## config.mk

```make
export PLATFORM = sky130hd
export DESIGN_NAME = jts16_char_rom_slot
export DESIGN_NICKNAME = d
export VERILOG_FILES = /design/src/rtl/jts16_pkg.sv /design/src/rtl/jts16_rom_tagcache.sv /design/src/rtl/jts16_char_rom_slot.sv
export SDC_FILE = /design/constraint.sdc
export NUM_CORES = 1
export LEC_CHECK = 0
export ABC_CLOCK_PERIOD_IN_PS = 3090
export CAP_MARGIN = 20
export CORE_UTILIZATION = 58
export CTS_CLUSTER_SIZE = 8
export DETAILED_ROUTE_END_ITERATION = 6
export GPL_ROUTABILITY_DRIVEN = 0
export PLACE_DENSITY = 0.79
export REMOVE_ABC_BUFFERS = 1
export SYNTH_ARGS = -nofsm -noshare
export SYNTH_HDL_FRONTEND = slang
export SYNTH_SLANG_ARGS = --single-unit
```

## constraint.sdc

```tcl
create_clock -name clk -period 3.09 [get_ports clk]
set_input_delay 0.309 -clock clk [delete_from_list [all_inputs] [get_ports clk]]
set_output_delay 0.309 -clock clk [all_outputs]
set_load 0.02 [all_outputs]
```

## src/rtl/jts16_pkg.sv

```systemverilog
// Shared definitions for the jts16 tile-layer ROM slots.
package jts16_pkg;

  localparam int CHAR_AW = 13;

  typedef enum logic [2:0] {
    ST_IDLE,
    ST_REQ,
    ST_WAIT,
    ST_BEAT1,
    ST_FILL
  } slot_state_t;

endpackage

```

## src/rtl/jts16_rom_tagcache.sv

```systemverilog
// Small fully-associative tag cache with round-robin replacement.
module jts16_rom_tagcache #(
  parameter int ENTRIES = 4,
  parameter int TW      = 12,
  parameter int DW      = 32
) (
  input  logic          clk,
  input  logic          rst_n,
  input  logic          flush,
  input  logic          wr_en,
  input  logic [TW-1:0] wr_tag,
  input  logic [DW-1:0] wr_data,
  input  logic [TW-1:0] rd_tag,
  output logic          hit,
  output logic [DW-1:0] hit_data
);

  localparam int PW = (ENTRIES > 1) ? $clog2(ENTRIES) : 1;

  logic [ENTRIES-1:0] valid;
  logic [TW-1:0]      tags [ENTRIES];
  logic [DW-1:0]      data [ENTRIES];
  logic [PW-1:0]      ptr;

  // flush has priority over a write landing in the same cycle
  always_ff @(posedge clk) begin
    if (!rst_n) begin
      valid <= '0;
      ptr   <= '0;
    end else if (flush) begin
      valid <= '0;
      ptr   <= '0;
    end else if (wr_en) begin
      valid[ptr] <= 1'b1;
      ptr        <= (ptr == PW'(ENTRIES - 1)) ? '0 : ptr + 1'b1;
    end
  end

  always_ff @(posedge clk) begin
    if (wr_en && !flush) begin
      tags[ptr] <= wr_tag;
      data[ptr] <= wr_data;
    end
  end

  always_comb begin
    hit      = 1'b0;
    hit_data = '0;
    for (int i = 0; i < ENTRIES; i++) begin
      if (valid[i] && tags[i] == rd_tag) begin
        hit      = 1'b1;
        hit_data = data[i];
      end
    end
  end

endmodule

```

## src/rtl/jts16_char_rom_slot.sv

```systemverilog
// Char-layer ROM slot: cache lookup, 2-beat SDRAM refill and client handshake.
module jts16_char_rom_slot
  import jts16_pkg::*;
#(
  parameter int          AW      = 22,
  parameter int unsigned OFFSET  = 0,
  parameter int          ENTRIES = 4
) (
  input  logic               clk,
  input  logic               rst_n,
  input  logic               flush,
  input  logic [CHAR_AW-1:0] char_addr,
  output logic [31:0]        char_data,
  output logic               char_ok,
  output logic [AW-1:0]      sdram_addr,
  output logic               sdram_req,
  input  logic               sdram_ack,
  input  logic               sdram_dst,
  input  logic               sdram_rdy,
  input  logic [15:0]        sdram_din
);

  // state    | meaning
  // ST_IDLE  | look up addr_l once it matches char_addr
  // ST_REQ   | sdram_req high, waiting for ack
  // ST_WAIT  | waiting for first beat (dst)
  // ST_BEAT1 | waiting for second beat (rdy)
  // ST_FILL  | write cache, answer client if still on the same address

  slot_state_t        state, state_nx;
  logic [CHAR_AW-1:0] addr_l;
  logic               ok_r;
  logic [11:0]        tag_f;
  logic [15:0]        lo, hi;
  logic               flushed;
  logic               hit;
  logic [31:0]        hit_data;
  logic               addr_same;
  logic               fill_wr;

  assign addr_same = (char_addr == addr_l);
  assign char_ok   = ok_r & addr_same;
  assign sdram_req = (state == ST_REQ);
  assign fill_wr   = (state == ST_FILL) && !flushed;

  jts16_rom_tagcache #(.ENTRIES(ENTRIES), .TW(12), .DW(32)) u_cache (
    .clk      (clk),
    .rst_n    (rst_n),
    .flush    (flush),
    .wr_en    (fill_wr),
    .wr_tag   (tag_f),
    .wr_data  ({hi, lo}),
    .rd_tag   (addr_l[12:1]),
    .hit      (hit),
    .hit_data (hit_data)
  );

  always_ff @(posedge clk) begin
    if (!rst_n) state <= ST_IDLE;
    else        state <= state_nx;
  end

  always_comb begin
    state_nx = state;
    case (state)
      ST_IDLE:  if (addr_same && !hit) state_nx = ST_REQ;
      ST_REQ:   if (sdram_ack) state_nx = ST_WAIT;
      ST_WAIT:  if (sdram_dst) state_nx = ST_BEAT1;
      ST_BEAT1: if (sdram_rdy) state_nx = ST_FILL;
      ST_FILL:  state_nx = ST_IDLE;
      default:  state_nx = ST_IDLE;
    endcase
  end

  always_ff @(posedge clk) begin
    if (!rst_n) begin
      addr_l     <= '0;
      ok_r       <= 1'b0;
      char_data  <= '0;
      sdram_addr <= '0;
      tag_f      <= '0;
      lo         <= '0;
      hi         <= '0;
      flushed    <= 1'b0;
    end else begin
      addr_l <= char_addr;
      case (state)
        ST_IDLE: begin
          // only act on an address that has been stable for a cycle
          if (addr_same) begin
            if (hit) begin
              char_data <= hit_data;
              ok_r      <= 1'b1;
            end else begin
              ok_r       <= 1'b0;
              sdram_addr <= AW'(OFFSET) + AW'({addr_l[12:1], 1'b0});
              tag_f      <= addr_l[12:1];
              flushed    <= 1'b0;
            end
          end
        end
        ST_WAIT:  if (sdram_dst) lo <= sdram_din;
        ST_BEAT1: if (sdram_rdy) hi <= sdram_din;
        ST_FILL: begin
          if (!flushed && !flush && tag_f == addr_l[12:1]) begin
            char_data <= {hi, lo};
            ok_r      <= 1'b1;
          end
        end
        default: ;
      endcase
      if (!addr_same) ok_r <= 1'b0;
      if (flush) begin
        ok_r <= 1'b0;
        if (state != ST_IDLE) flushed <= 1'b1;
      end
    end
  end

endmodule

```

==> Word-level counts from Yosys, hierarchy flattened <==
Memories as Yosys holds them, arrays and structs flattened.
Index checks and enable logic that the tools add are counted.
{ "totals": {"in_bits": 35, "ff_bits": 100, "elab_cells": 92, "ramBits": 176, "out_inout_bits": 56, "mem_count": 2} }
{ "classes": {"reduce_logical": 24, "n_eq_ne": 18, "bitwise_logic": 5, "n_addsub": 1, "mux": 30, "n_lt_le_gt_ge": 2} }
{ "mem_list": {"columns": ["name", "words", "word_bits", "rd", "rd_clocked_by_memory_dff", "write_ports", "line_no", "source"], "rows": [
  ["u_cache.data", 4, 32, 4, 0, 1, "jts16_rom_tagcache.sv:22", "logic [DW-1:0] data [ENTRIES];"],
  ["u_cache.tags", 4, 12, 4, 0, 1, "jts16_rom_tagcache.sv:21", "logic [TW-1:0] tags [ENTRIES];"]
]} }
{ "op_table": {"columns": ["cell", "count"], "rows": [
  ["$mux W32", 7],
  ["$pmux W32 S2", 1],
  ["$eq A12 B12 Y1", 5],
  ["$mux W1", 14],
  ["$eq A13 B13 Y1", 1],
  ["$mux W3", 4],
  ["$pmux W3 S4", 1],
  ["$logic_and A1 B1 Y1", 10],
  ["$ne A2 B2 Y1 const B", 5],
  ["$reduce_and A4 Y1", 2],
  ["$eq A3 B2 Y1 const B", 2],
  ["$reduce_and A2 Y1", 3],
  ["$ne A2 B1 Y1 const B", 2],
  ["$or A4 B4 Y4", 1],
  ["$eq A3 B1 Y1 const B", 1],
  ["$eq A3 B3 Y1 const B", 1],
  ["$logic_not A1 Y1", 3],
  ["$logic_not A3 Y1", 1],
  ["$lt A2 B3 Y1 const B", 1],
  ["$not A1 Y1", 3],
  ["$reduce_and A3 Y1", 1],
  ["$reduce_bool A3 Y1", 1],
  ["$reduce_or A3 Y1", 1],
  ["$add A2 B1 Y2 const B", 1],
  ["8 further kinds", 8]
]} }

==> Logic depth before layout (Yosys ltp) <==
An unclocked memory read counts as a cell.
{ "depth": {"depth_word": 12, "mapped_depth": 9} }

==> By module <==
A second synthesis with hierarchy kept.
{ "unflattened": {"cells_unflattened": 1029, "area_unflattened_um2": 12035.3} }
{ "modules_own_cells": {"columns": ["module", "cells_per_inst", "instances", "area_per_inst_um2"], "rows": [
  ["jts16_rom_tagcache", 553, 1, 7697.4],
  ["jts16_char_rom_slot", 476, 1, 4337.9]
]} }

==> Worst setup path before layout <==
No wires, ideal clock.
{ "synth_timing": {"path_type": "reg2reg", "startpoint": "register state[0]", "endpoint": "memory u_cache.data[0][0], enable pin", "stages_incl_launch_ff": 6, "n_path_buf": 2, "arrival_ps": 2420, "synth_period_minus_slack_ps": 2826, "setup_time_ps": 406, "setup_slack_ps": 264, "required_ps": 2684, "cell_sequence": "dfxtp_1 -> clkbuf_1 -> or3b_2 -> clkbuf_1 -> nor3_1 -> and2_1"} }
{ "synth_between": {"elab_chain_len": 5} }
{ "synth_lines": {"columns": ["item", "line_no", "source"], "rows": [
  ["start, declared", "jts16_char_rom_slot.sv:30", "slot_state_t state, state_nx;"],
  ["start signal, assigned", "jts16_char_rom_slot.sv:60", "else state <= state_nx;"],
  ["$eq A3 B3 Y1", "jts16_char_rom_slot.sv:44", "assign fill_wr = (state == ST_FILL) && !flushed;"],
  ["$logic_and A1 B1 Y1", "jts16_char_rom_slot.sv:44", null],
  ["$logic_and A1 B1 Y1", "jts16_rom_tagcache.sv:40", "if (wr_en && !flush) begin"],
  ["$mux W1", "jts16_rom_tagcache.sv:40", null],
  ["$mux W1 (implied by the code)", "jts16_rom_tagcache.sv:42", "data[ptr] <= wr_data;"],
  ["end, declared", "jts16_rom_tagcache.sv:22", null]
]} }
Every way passes these cells.

==> Worst setup path after layout <==
{ "layout_timing": {"startpoint": "register addr_l[12]", "endpoint": "output port char_ok"} }
{ "layout_between": {"elab_chain_len": 2} }
{ "layout_lines": {"columns": ["item", "line_no", "source"], "rows": [
  ["start, declared", "jts16_char_rom_slot.sv:31", "logic [CHAR_AW-1:0] addr_l;"],
  ["start signal, assigned", "jts16_char_rom_slot.sv:86", "addr_l <= char_addr;"],
  ["$eq A13 B13 Y1", "jts16_char_rom_slot.sv:41", "assign addr_same = (char_addr == addr_l);"],
  ["$and A1 B1 Y1", "jts16_char_rom_slot.sv:42", "assign char_ok = ok_r & addr_same;"],
  ["end, declared", "jts16_char_rom_slot.sv:14", "output logic char_ok,"]
]} }
Every way passes these cells.

==> flow_metrics.tcl <==
set metrics [dict create \
    crit_type "register to output port" \
    synthFlopType "edfxtp_1" \
    cts_buffers 40 \
    fin_skew_ns 0.0117 \
    drcViolationCount 0 \
    core_area_mm2 0.0196 \
    port_buffers 80 \
    dpl_cell_area_mm2 0.0128 \
    worstPathArrival_ns 2.71 \
    antenna_found_initial 0 \
    synthArstFlopShare_pct 0 \
    io_pins 91 \
    stdcell_count 1356 \
    drt_iter0_drc 959 \
    finalSetupTns_ns 0 \
    ff2ff_path_depth 8 \
    root_buffer "clkbuf_16" \
    dp_hpwl_um 17400 \
    synthTopCellsByArea "edfxtp_1 45%, dfxtp_1 17%, o221a_1 3.1%" \
    syn_avg_cell_area_um2 11.8 \
    dr.pass1.iters 5 \
    rsz0062_at_grt "false" \
    diodes 0 \
    cts.sinks 276 \
    grt_util_all_layers_pct 30.9 \
    cp-end-kind "output port" \
    dieHeight_um 144 \
    drive_gt1_share_pct 9.72 \
    ant_nets 0 \
    grt_max_degree 68 \
    final.min_clock_period_ns 3.02 \
    worst_slew_pin_slew_ns 0.977 \
    cts-hold-fix-buffers 0 \
    synth_edf_count 176 \
    maxCapViolations 0 \
    startpoint_type "register" \
    clk_pin_slew_worst_paths_ns 0.05 \
    die_area_mm2 0.0207 \
    ys_ff_latch 276 \
    initial_utilization_pct 59.6 \
    p_leak_uw 0.00454 \
    netlist.area_leader.share_pct 45.3 \
    nets 1100 \
    yosysMostFrequentCell "edfxtp_1" \
    place_inst 1283 \
    grt_overflow 0 \
    routed_wirelength_um 30800 \
    drv_slew 0 \
    holdWs_ns 0.374 \
    clockBufferDepth 3 \
    slew_headroom_pct 34.9 \
    power_density_mw_per_mm2 590 \
    required_ns 2.78 \
    status "finished, final reports clean" \
    areaGrowthSynthToFinish_pct 20.0 \
    yosysWarnings 0 \
    synth_area_leader_cell "edfxtp_1" \
    critPathMaxFanout 7 \
    synth.distinct_cells 41 \
    cts.htree.levels 2 \
    hold_class "primary input to register" \
    yosysSeqAreaShare_pct 62.4 \
    fin_crit_sh_pct 97.8 \
    syn_area_mm2 0.0117 \
    drt-vias-per-instance 6.46 \
    synthCells 986 \
    holdPathStages 2 \
    rows 51 \
    ys_top_cells_by_count "176 x edfxtp_1, 100 x dfxtp_1, 74 x nand2_1" \
    finalHoldViolCount 0 \
    wire_per_inst_um 22.7 \
    clock_latency_ns 0.52 \
    stdcell_area_mm2 0.0140 \
    vias 8757 \
    fp.dieW_um 144 \
    clock.fmax_mhz 331 \
    cts_tree "built" \
    grt_first_pass_wirelength_um 47500 \
    peakVddDrop_mv 0.506 \
    grt_pass1_vias 8588 \
    finalSetupViolCount 0 \
]
sequential cells by signal, summed over array words and instances (netlist names), 2 cells and up:
register and flops:
u_cache.data 128, u_cache.ptr 2, state 3, u_cache.valid 4, u_cache.tags 48, addr_l 13
hi 16, tag_f 12, char_data 32, lo 16
layout make-up:
cell class	count	area, um2
flip-flops and latches	276	7290
fillers	1340	5590
multi-input cells	612	4000
repair buffers	125	1180
clock buffers	69	1130
well taps	265	332
clock inverters	3	47.5
inverters	6	22.5
layer usage:
layer	vias up	global-route usage, %	share of wire (%)	wire (um)
met1	4214	41.9	39	12100
met2	586	48.0	47	14400
met5	-	0	0	0
met3	83	7.26	11	3470
li1	3874	-	-	-
met4	0	12.5	2.6	786
cell usage in the layout, fill, tap and decap left out, types with 5 or more instances in the layout:
cell type	instances
edfxtp_1	176
dfxtp_1	100
clkdlybuf4s50_1	79
nand2_1	74
a21oi_1	52
and2_1	47
nand3_1	47
clkbuf_16	41
buf_4	41
nor4_1	37
xnor2_1	37
o21ai_0	37
xor2_1	36
and3_1	33
o211ai_1	32
a311oi_1	32
a31oi_1	32
o221a_1	32
clkbuf_1	28
nor2_1	13
o21ai_1	11
nand4_1	10
conb_1	10
inv_1	5
nor3_1	5
metrics by stage:
step	setup slack [ns]	total power, uW	utilization [%]
floorplan	-1.60	4100	-
global placement	0.338	4250	65.3
detailed placement	0.302	4260	65.3
CTS	0.0432	8280	71.3
global route	0.0233	8470	71.5
finish	0.0667	8260	71.5
kinds of logic (layout without fill, tap and decap cells):
family | Yosys count | count (layout) | share of synthesized area (%)
AND/OR/NAND/NOR | 288 | 288 | 13.2
flip-flops | 276 | 276 | 62.4
AO/OA/AOI/OAI | 236 | 236 | 14.2
buffers and inverters | 107 | 203 | 4.16
XOR/XNOR | 74 | 74 | 5.55
adder cells (fa/ha/maj) | 4 | 4 | 0.429
other | 1 | 10 | 0.0321
power by group:
part	total, uW	switching [uW]	internal [uW]
registers	3910	18.5	3890
logic	288	187	101
clock network	4060	1510	2550
total	8260	1720	6540
final timing paths:
kind | from | endpoint | slack, ns
max | addr_l[12]$_SDFF_PN0_ | char_ok | 0.07
min reg2reg | u_cache.valid[0]$_SDFFE_PP0P_ | u_cache.valid[0]$_SDFFE_PP0P_ | 0.50
max reg2reg | addr_l[7]$_SDFF_PN0_ | char_data[13]$_SDFFE_PN0P_ | 0.24
min | rst_n | char_data[23]$_SDFFE_PN0P_ | 0.37
critical path, stage by stage (launching register included):
cell and delay (ns):
dfxtp_1 0.55, xor2_1 0.15, nor4_1 0.34, nand4_1 0.30, nor2_1 0.23, clkdlybuf4s50_1 0.63
what timing repair did:
action | 4_1_cts | 5_1_grt
resized for setup | 0 | 2
setup buffers | 0 | 1
setup endpoints to repair | 0 | 2
Power figures use the tool's default switching activity.
